[src/rtl/serail_uart.sv]
// serail_uart: byte UART controller behind the CPU serial bus port.
//   clk, rst                 : bus clock, synchronous active-high reset
//   serail_ce_i/we_i/addr_i  : access request, write enable, register select
//                              (0 = DATA, 1 = STATUS)
//   serail_data_i/data_o     : write data ([7:0] used) / read data
//   serail_ready_o           : one-cycle access-complete pulse
//   uart_rxd / uart_txd      : serial line in (async) / out (idles high)
//   int_o                    : RX data pending
// Build option: define SERAIL_RX_FIFO_EN for an RX_DEPTH-entry RX FIFO;
// otherwise the RX buffer is a single holding byte.
`timescale 1ns/1ps

module serail_uart #(
    parameter int unsigned CLK_DIV  = 434,
    parameter int unsigned RX_DEPTH = 16
) (
    input  logic        clk,
    input  logic        rst,
    input  logic        serail_ce_i,
    input  logic        serail_we_i,
    input  logic        serail_addr_i,
    input  logic [31:0] serail_data_i,
    output logic [31:0] serail_data_o,
    output logic        serail_ready_o,
    input  logic        uart_rxd,
    output logic        uart_txd,
    output logic        int_o
);

    localparam int unsigned CNT_W = 16;
    localparam int unsigned HALF  = CLK_DIV / 2;
    localparam int unsigned PTR_W = (RX_DEPTH > 1) ? $clog2(RX_DEPTH) : 1;
    localparam int unsigned LVL_W = PTR_W + 1;
`ifdef SERAIL_RX_FIFO_EN
    localparam int unsigned RX_CAP = RX_DEPTH;
`else
    localparam int unsigned RX_CAP = 1;
`endif

    typedef enum logic [1:0] {TX_IDLE, TX_START, TX_DATA, TX_STOP} tx_state_t;
    typedef enum logic [1:0] {RX_IDLE, RX_START, RX_DATA, RX_STOP} rx_state_t;

    // Upper write-data bits carry nothing for this block
    logic unused_data_c;
    assign unused_data_c = ^serail_data_i[31:8];

    // ---------------- bus decode ----------------
    logic             acc_c, rd_data_c, rd_status_c, wr_data_c;
    logic             tx_full, rx_overrun;
    logic [7:0]       tx_hold, rx_head_c;
    logic [LVL_W-1:0] rx_level;
    logic             rx_avail_c, pop_c;
    logic [31:0]      status_c;

    assign acc_c       = serail_ce_i && !serail_ready_o;
    assign rd_data_c   = acc_c && !serail_we_i && !serail_addr_i;
    assign rd_status_c = acc_c && !serail_we_i &&  serail_addr_i;
    assign wr_data_c   = acc_c &&  serail_we_i && !serail_addr_i;
    assign rx_avail_c  = (rx_level != '0);
    assign pop_c       = rd_data_c && rx_avail_c;
    assign status_c    = {29'b0, rx_overrun, rx_avail_c, !tx_full};

    // Read data is presented only during the ready pulse
    always_ff @(posedge clk) begin
        if (rst) begin
            serail_ready_o <= 1'b0;
            serail_data_o  <= '0;
        end else begin
            serail_ready_o <= acc_c;
            if (acc_c && !serail_we_i)
                serail_data_o <= serail_addr_i ? status_c
                                               : {24'b0, pop_c ? rx_head_c : 8'h00};
            else
                serail_data_o <= '0;
        end
    end

    // ---------------- TX ----------------
    tx_state_t        tx_state, tx_state_n;
    logic [CNT_W-1:0] tx_cnt, tx_cnt_n;
    logic [2:0]       tx_bit, tx_bit_n;
    logic [7:0]       tx_shift, tx_shift_n;
    logic             txd_n, tx_load_c, tx_last_c;

    // Holding register: filled by the bus, emptied when the shifter loads
    always_ff @(posedge clk) begin
        if (rst) begin
            tx_full <= 1'b0;
            tx_hold <= 8'h00;
        end else if (tx_load_c) begin
            tx_full <= 1'b0;
        end else if (wr_data_c && !tx_full) begin
            tx_full <= 1'b1;
            tx_hold <= serail_data_i[7:0];
        end
    end

    always_ff @(posedge clk) begin
        if (rst) begin
            tx_state <= TX_IDLE;
            tx_cnt   <= '0;
            tx_bit   <= '0;
            tx_shift <= '0;
            uart_txd <= 1'b1;
        end else begin
            tx_state <= tx_state_n;
            tx_cnt   <= tx_cnt_n;
            tx_bit   <= tx_bit_n;
            tx_shift <= tx_shift_n;
            uart_txd <= txd_n;
        end
    end

    assign tx_last_c = (tx_cnt == CNT_W'(CLK_DIV - 1));

    // TX next state; line level derived from the next state so it is registered
    always_comb begin
        tx_state_n = tx_state;
        tx_cnt_n   = tx_cnt + CNT_W'(1);
        tx_bit_n   = tx_bit;
        tx_shift_n = tx_shift;
        tx_load_c  = 1'b0;
        txd_n      = 1'b1;
        case (tx_state)
            TX_IDLE: begin
                tx_cnt_n = '0;
                if (tx_full) begin
                    tx_state_n = TX_START;
                    tx_load_c  = 1'b1;
                    tx_shift_n = tx_hold;
                end
            end
            TX_START: begin
                if (tx_last_c) begin
                    tx_state_n = TX_DATA;
                    tx_cnt_n   = '0;
                    tx_bit_n   = '0;
                end
            end
            TX_DATA: begin
                if (tx_last_c) begin
                    tx_cnt_n   = '0;
                    tx_shift_n = {1'b0, tx_shift[7:1]};
                    if (tx_bit == 3'd7)
                        tx_state_n = TX_STOP;
                    else
                        tx_bit_n = tx_bit + 3'd1;
                end
            end
            TX_STOP: begin
                if (tx_last_c) begin
                    tx_cnt_n = '0;
                    if (tx_full) begin
                        tx_state_n = TX_START;
                        tx_load_c  = 1'b1;
                        tx_shift_n = tx_hold;
                    end else begin
                        tx_state_n = TX_IDLE;
                    end
                end
            end
            default: tx_state_n = TX_IDLE;
        endcase
        case (tx_state_n)
            TX_START: txd_n = 1'b0;
            TX_DATA:  txd_n = tx_shift_n[0];
            default:  txd_n = 1'b1;
        endcase
    end

    // ---------------- RX ----------------
    rx_state_t        rx_state, rx_state_n;
    logic [CNT_W-1:0] rx_cnt, rx_cnt_n;
    logic [2:0]       rx_bit, rx_bit_n;
    logic [7:0]       rx_shift, rx_shift_n;
    logic             rx_s1, rx_s2, rx_prev;
    logic             rx_fall_c, rx_push_c, rx_full_c, rx_push_ok_c;

    always_ff @(posedge clk) begin
        if (rst) begin
            rx_s1   <= 1'b1;
            rx_s2   <= 1'b1;
            rx_prev <= 1'b1;
        end else begin
            rx_s1   <= uart_rxd;
            rx_s2   <= rx_s1;
            rx_prev <= rx_s2;
        end
    end

    assign rx_fall_c = rx_prev && !rx_s2;

    always_ff @(posedge clk) begin
        if (rst) begin
            rx_state <= RX_IDLE;
            rx_cnt   <= '0;
            rx_bit   <= '0;
            rx_shift <= '0;
        end else begin
            rx_state <= rx_state_n;
            rx_cnt   <= rx_cnt_n;
            rx_bit   <= rx_bit_n;
            rx_shift <= rx_shift_n;
        end
    end

    // rx_cnt counts cycles since the synchronised falling edge (START) or
    // since the previous sample (DATA/STOP)
    always_comb begin
        rx_state_n = rx_state;
        rx_cnt_n   = rx_cnt + CNT_W'(1);
        rx_bit_n   = rx_bit;
        rx_shift_n = rx_shift;
        rx_push_c  = 1'b0;
        case (rx_state)
            RX_IDLE: begin
                rx_cnt_n = CNT_W'(2);
                if (rx_fall_c)
                    rx_state_n = RX_START;
            end
            RX_START: begin
                if (rx_cnt == CNT_W'(HALF)) begin
                    rx_cnt_n = CNT_W'(1);
                    if (rx_s2) begin
                        rx_state_n = RX_IDLE;
                    end else begin
                        rx_state_n = RX_DATA;
                        rx_bit_n   = '0;
                    end
                end
            end
            RX_DATA: begin
                if (rx_cnt == CNT_W'(CLK_DIV)) begin
                    rx_cnt_n   = CNT_W'(1);
                    rx_shift_n = {rx_s2, rx_shift[7:1]};
                    if (rx_bit == 3'd7)
                        rx_state_n = RX_STOP;
                    else
                        rx_bit_n = rx_bit + 3'd1;
                end
            end
            RX_STOP: begin
                if (rx_cnt == CNT_W'(CLK_DIV)) begin
                    rx_push_c  = rx_s2;
                    rx_state_n = RX_IDLE;
                end
            end
            default: rx_state_n = RX_IDLE;
        endcase
    end

    // ---------------- RX buffer ----------------
    assign rx_full_c    = (rx_level == LVL_W'(RX_CAP));
    assign rx_push_ok_c = rx_push_c && !rx_full_c;

    always_ff @(posedge clk) begin
        if (rst) begin
            rx_level   <= '0;
            rx_overrun <= 1'b0;
            int_o      <= 1'b0;
        end else begin
            if (rx_push_ok_c && !pop_c)
                rx_level <= rx_level + LVL_W'(1);
            else if (!rx_push_ok_c && pop_c)
                rx_level <= rx_level - LVL_W'(1);
            // A new overrun wins over a same-cycle STATUS clear
            if (rx_push_c && rx_full_c)
                rx_overrun <= 1'b1;
            else if (rd_status_c)
                rx_overrun <= 1'b0;
            int_o <= rx_avail_c;
        end
    end

`ifdef SERAIL_RX_FIFO_EN
    logic [7:0]       rx_mem [RX_DEPTH];
    logic [PTR_W-1:0] rx_wr_ptr, rx_rd_ptr;

    always_ff @(posedge clk) begin
        if (rx_push_ok_c)
            rx_mem[rx_wr_ptr] <= rx_shift;
    end

    // Pointers wrap naturally since RX_DEPTH is a power of two
    always_ff @(posedge clk) begin
        if (rst) begin
            rx_wr_ptr <= '0;
            rx_rd_ptr <= '0;
        end else begin
            if (rx_push_ok_c)
                rx_wr_ptr <= rx_wr_ptr + PTR_W'(1);
            if (pop_c)
                rx_rd_ptr <= rx_rd_ptr + PTR_W'(1);
        end
    end

    assign rx_head_c = rx_mem[rx_rd_ptr];
`else
    logic [7:0] rx_hold;

    always_ff @(posedge clk) begin
        if (rst)
            rx_hold <= 8'h00;
        else if (rx_push_ok_c)
            rx_hold <= rx_shift;
    end

    assign rx_head_c = rx_hold;
`endif

endmodule

[config.mk]
export PLATFORM = sky130hd
export DESIGN_NAME = serail_uart
export DESIGN_NICKNAME = d
export VERILOG_FILES = /design/src/rtl/serail_uart.sv
export SDC_FILE = /design/constraint.sdc
export NUM_CORES = 1
export LEC_CHECK = 0
export ABC_AREA = 1
export CORE_MARGIN = 1
export CORE_UTILIZATION = 50
export CTS_CLUSTER_SIZE = 25
export DETAILED_ROUTE_END_ITERATION = 16
export PLACE_DENSITY = 0.75
export SLEW_MARGIN = 30
export SYNTH_ARGS = -nofsm -noshare
export SYNTH_HDL_FRONTEND = slang
export SYNTH_SLANG_ARGS = --single-unit
[constraint.sdc]
create_clock -name clk -period 5.5 [get_ports clk]
set_input_delay 1.1 -clock clk [delete_from_list [all_inputs] [get_ports clk]]
set_output_delay 1.1 -clock clk [all_outputs]
set_load 0.02 [all_outputs]
# Yosys cells after proc, flatten, opt, wreduce, memory -nomap -nowiden
# Cells that the tools add are included.
# totals
out_inout_bits,35
reg_bits,119
input_bits,38
wordCells,139
# op_classes
n_bitwise,3
reduce_logical,39
mux,44
n_addsub,6
eq_ne,25
# ops
cell,n
2-to-1 mux 16 bit,3
one-hot mux 16 bit (3 select lines),1
"adder 16 x 1 -> 16 bit, second input constant",2
"equality test 16 x 9 -> 1 bit, second input constant",2
one-hot mux 16 bit (2 select lines),1
2-to-1 mux 3 bit,9
2-to-1 mux 8 bit,3
one-hot mux 8 bit (3 select lines),1
2-to-1 mux 2 bit,11
"inequality test 2 bit, second input constant",11
"equality test 16 x 8 -> 1 bit, second input constant",1
one-hot mux 2 bit (4 select lines),2
logical AND 1 bit,13
one-hot mux 3 bit (2 select lines),2
"equality test 2 bit, second input constant",5
2-to-1 mux 5 bit,2
AND reduction 5 bit,2
zero test 1 bit,8
nonzero test 2 bit,4
2-to-1 mux 1 bit,7
"adder 3 x 1 -> 3 bit, second input constant",2
"equality test 2 x 1 -> 1 bit, second input constant",3
"equality test 3 bit, second input constant",2
"adder 5 x 1 -> 5 bit, second input constant",1
13 further kinds,19

# Longest topological paths before layout
# depth
word_depth,8
depth_mapped,14

# Worst setup path before layout
# Ideal clock, no wire load.
# synth_timing
path_type,input to register
from,in serail_ce_i
to,reg rx_level[4]
path_buffers,0
setup_slack_ps,2788
stages,14
t_arrival_ps,2591
cell_sequence,inv_1 nor2_1 inv_1 nor2_1 inv_1 nor3_1 inv_1 ha_1 inv_1 nand2_1 nand2_1 o211ai_1 o21ai_0 a21oi_1
# synth_via
elab_chain_cells,7
elab_cells_between_ends,9
# synth_lines
element,line,text
from (decl),19,"input logic serail_ce_i,"
logical AND 1 bit (*),55,assign acc_c = serail_ce_i && !serail_ready_o;
logical AND 1 bit (*) (2 in series),56,assign rd_data_c = acc_c && !serail_we_i && !serail_addr_i;
logical AND 1 bit (*),60,assign pop_c = rd_data_c && rx_avail_c;
zero test 1 bit,262,if (rx_push_ok_c && !pop_c)
logical AND 1 bit,262,
2-to-1 mux 5 bit or nonzero test 2 bit (tied branches),--,
to (signal assigned),263,rx_level <= rx_level + LVL_W'(1);
to (signal assigned),265,rx_level <= rx_level - LVL_W'(1);
to (decl),51,logic [LVL_W-1:0] rx_level;
# Mark *: on every way between the ends. The rest lies on a longest branch, timed or not.
# A chain may end at the register's enable or synchronous reset.

# Final worst setup path
# layout_timing
from,in serail_ce_i
to,reg rx_level[2]
# Same word-level chain as after synthesis.

==> key figures <==
Floorplan
  • Starting density of the core: slightly above 50%
  • Die H: between 90 and 100 um
  • Top Ports: 73
  • Total die area: around 10000 um^2
  • Die width: 99.22 um
  • Core area: between 9000 and 10000 um^2
  • Rows: 35

Drt
  • ANT nets after route: 0
  • First DRT Iteration DRCs: 173
  • # DRC: 0
  • Post-DR vias/cell: roughly 5.1
  • Via count: 4063
  • Total Routed Length: 8880 um
  • Pre-antenna DRT Iters: 5
  • Mean routed wirelength per cell: approximately 11 um

STA
  • Final setup viols: 0
  • Slew margin rel.: a little under 60%
  • Clock Skew: ~0.014 ns
  • Worst Hold Slack: roughly 0.43 ns
  • Crit path time final: 3.082 ns
  • Worst-Margin Slew: 0.6078 ns
  • RSZ-0062 raised after global routing: no
  • Final Hold Fails: 0
  • Crit share post-route: a little under three fifths
  • Slew Viols, Final: 0
  • Achievable clock frequency: approximately 0.32 GHz
  • Setup Total Neg Slack: 0 ns

Synth
  • Ys Warns: 0
  • Syn avg cell area: ~7.2 um^2
  • Mapped cell area: 4726 um^2
  • Synth Register Bits: 95
  • Post-synthesis sequential area ratio: 40.24%
  • Mapped Cells: between 600 and 700
  • Yosys cell types: ~40

GRT
  • Initial antenna violation count: 0
  • Total GRT Usage: about a fifth
  • First-pass GRT wire length: 15570 um
  • Global route overflow: 0
  • Largest net degree at the start of global routing: 36
  • Vias in the first global route: about 3700

Placed design
  • Placed Area: approximately 5000 um^2
  • Detail Placement HPWL: between 6000 and 7000 um
  • Port Buf Inserts: 24
  • Routability Congestion: ~0.84

Worst setup path
  • Required time worst endpoint: roughly 5.8 ns
  • Crit-path max FO: 5
  • Critical path data arrival time: approximately 3.3 ns
  • Largest delay share family, worst path: buffers and inverters
  • CP dominant cell by count: inv_1
  • Reg2reg end: rx_level[2]
  • Launching point of the worst reg2reg path: rx_level[0]
  • Crit. End Element: register
  • Kind of critical path: input port to register
  • Worst R2R Setup Slack: just over 3 ns
  • Slowest CP cell: clkdlybuf4s50_1
  • Setup crit start kind: input port
  • Critical path's largest stage delay: approximately 0.45 ns
  • FF-to-FF path depth: 13
  • WP buf/inv: 6
  • Crit-path cells: clkdlybuf4s50_1 > inv_1 > nor2_1 > inv_1 > nor2_1 > inv_1 > nor3_1 > inv_1 > ha_1 > inv_1 > nand2_1 > nand2_1 > o21ai_0 > o21ai_0 > a21oi_1

Finish
  • Storage element area: ~1900 um^2
  • Multi-input logic area: between 2000 and 2500 um^2
  • Filler cell count: 866
  • Nets: between 700 and 800
  • P&R area growth vs syn: 9.531%
  • Final Util: between 50 and 60%
  • ANT cells: 0
  • Layout cells sized above 1: between 6 and 7%
  • Final Cell Area: between 5000 and 6000 um^2

Clock network
  • Clock Tree Root: clkbuf_8
  • CTS Sinks: 95
  • Clk_lat worst skew: between 0.3 and 0.4 ns
  • # Post-CTS Setup Buffers: 0
  • TritonCTS clock tree: built
  • Clock tree buffer depth: 2
  • H-tree depth: 3
  • CTS Hold Buffers Added: 0
  • Num CTS Buffers: 9
  • Clock-pin slew on the worst setup and hold paths: 0.10 ns
  • CTS resizes: 0

Outcome
  • Status: complete, no violations

Hold path
  • WHS Path Cells: 2
  • Destination of the worst hold path: serail_data_o[7]
  • Worst Hold Launch: rx_head_c[7]
  • Min-Delay Path Class: register to register

Power and ir drop
  • VDD IR max: 0.0001703 V
  • PD cells: 250.9 nW/um^2
  • Power, Total: approximately 1300 uW
  • Lkg Pwr: 0.002015 uW

Job
  • Max Cap Violations: 0
## through the flow
step,std cells,setup slack (ns)
after CTS,801,2.417
after global placement,785,2.103
after global routing,801,2.145
final,801,2.418
after detailed placement,785,2.017
after floorplan,683,2.788
## routing by layer
layer | share of wire [%] | up-vias | track usage, %
met5 | 0 | - | 0
met4 | 1.2 | 0 | 6.900
met3 | 3.3 | 9 | 3.725
met2 | 48 | 87 | 33.92
met1 | 47 | 1836 | 22.88
li1 | - | 2131 | -
## flip-flops by register name, summed over array words and instances, names as in the netlist, 2 cells and up, named ones only
register / count
tx_hold: 8
rx_shift: 8
tx_cnt: 16
rx_head_c: 8
serail_data_o: 8
rx_cnt: 16
tx_shift: 8
rx_level: 5
tx_bit: 3
tx_state: 2
rx_bit: 3
## synth_stat cells, drive strengths merged
| master | number | share of area, % |
|---|---|---|
| dfxtp | 95 | 40 |
| nand2 | 129 | 11 |
| xor2 | 5 | 0.93 |
| ha | 20 | 5.3 |
| buf | 27 | 4.2 |
| conb | 1 | 0.079 |
| clkbuf | 7 | 0.56 |
| nand3b | 1 | 0.16 |
| a22oi | 1 | 0.16 |
| inv | 78 | 6.2 |
| nor2 | 113 | 9.6 |
| a21oi | 39 | 4.1 |
| nor3 | 22 | 3.1 |
| nand3 | 34 | 3.6 |
| or2 | 5 | 0.66 |
| o21a | 3 | 0.48 |
| o211ai | 1 | 0.16 |
| nor3b | 4 | 0.74 |
| a31oi | 2 | 0.26 |
| o21ai | 45 | 5.1 |
| a221oi | 1 | 0.19 |
| nor4 | 4 | 0.53 |
| o22ai | 2 | 0.26 |
| a211oi | 3 | 0.48 |
| xnor2 | 2 | 0.37 |
| clkinv | 2 | 0.19 |
| nand4 | 13 | 1.7 |
| o21bai | 1 | 0.16 |
## report_power, final
part	leakage (uW)	switching, uW	total (uW)	internal [uW]
registers	0.000768	9.68	709	699
clock network	0.000102	254	471	217
logic	0.00114	80.5	119	38.5
total	0.00201	344	1300	954
## layout make-up
class | instances | share of cell area [%]
clock buffers | 9 | 2.393
clock inverters | 7 | 1.547
inverters | 80 | 5.825
multi-input cells | 474 | 46.02
flip-flops and latches | 95 | 36.74
well taps | 111 | 2.683
repair buffers | 25 | 4.786
## cell usage in the layout, fill, tap and decap left out, drive strengths merged, types with 3 or more instances in the layout
cell type / instances
clkinv: 4
nor3: 22
clkdlybuf4s50: 24
clkbuf: 9
nor4: 4
o21ai: 45
o21a: 3
nand2: 129
or2: 5
nor2: 113
inv: 81
nand3: 34
conb: 24
ha: 20
a211oi: 3
dfxtp: 95
a21oi: 39
nand4: 13
xor2: 5
nor3b: 4
## logic make-up after synthesis
family / Yosys count / synth area share, %
adder cells (fa/ha/maj): 20 / 5.295
buffers and inverters: 114 / 11.17
other: 1 / 0.07935
flip-flops: 95 / 40.24
AND/OR/NAND/NOR: 325 / 30.55
XOR/XNOR: 7 / 1.297
AO/OA/AOI/OAI: 98 / 11.36
## tightest hold or removal path, cell delays in order, from the launching register on
cell and delay, ns:
dfxtp_1 0.32, inv_1 0.05, nor2_1 0.03
## how the worst max path moves through the flow
| stage | startpoint | endpoint | slack (ns) | depth (start not counted) |
|---|---|---|---|---|
| 3_3_place_gp | serail_ce_i | rx_level[4] | 2.10 | 15 |
| 4_1_cts | serail_ce_i | rx_level[2] | 2.42 | 15 |
| 2_1_floorplan | serail_ce_i | rx_level[4] | 2.79 | 14 |
| 5_1_grt | serail_ce_i | rx_level[2] | 2.14 | 15 |
| 6_report | serail_ce_i | rx_level[2] | 2.42 | 15 |
| 3_5_place_dp | serail_ce_i | rx_level[2] | 2.02 | 15 |
Note: power is estimated with default switching activity, not from simulation.
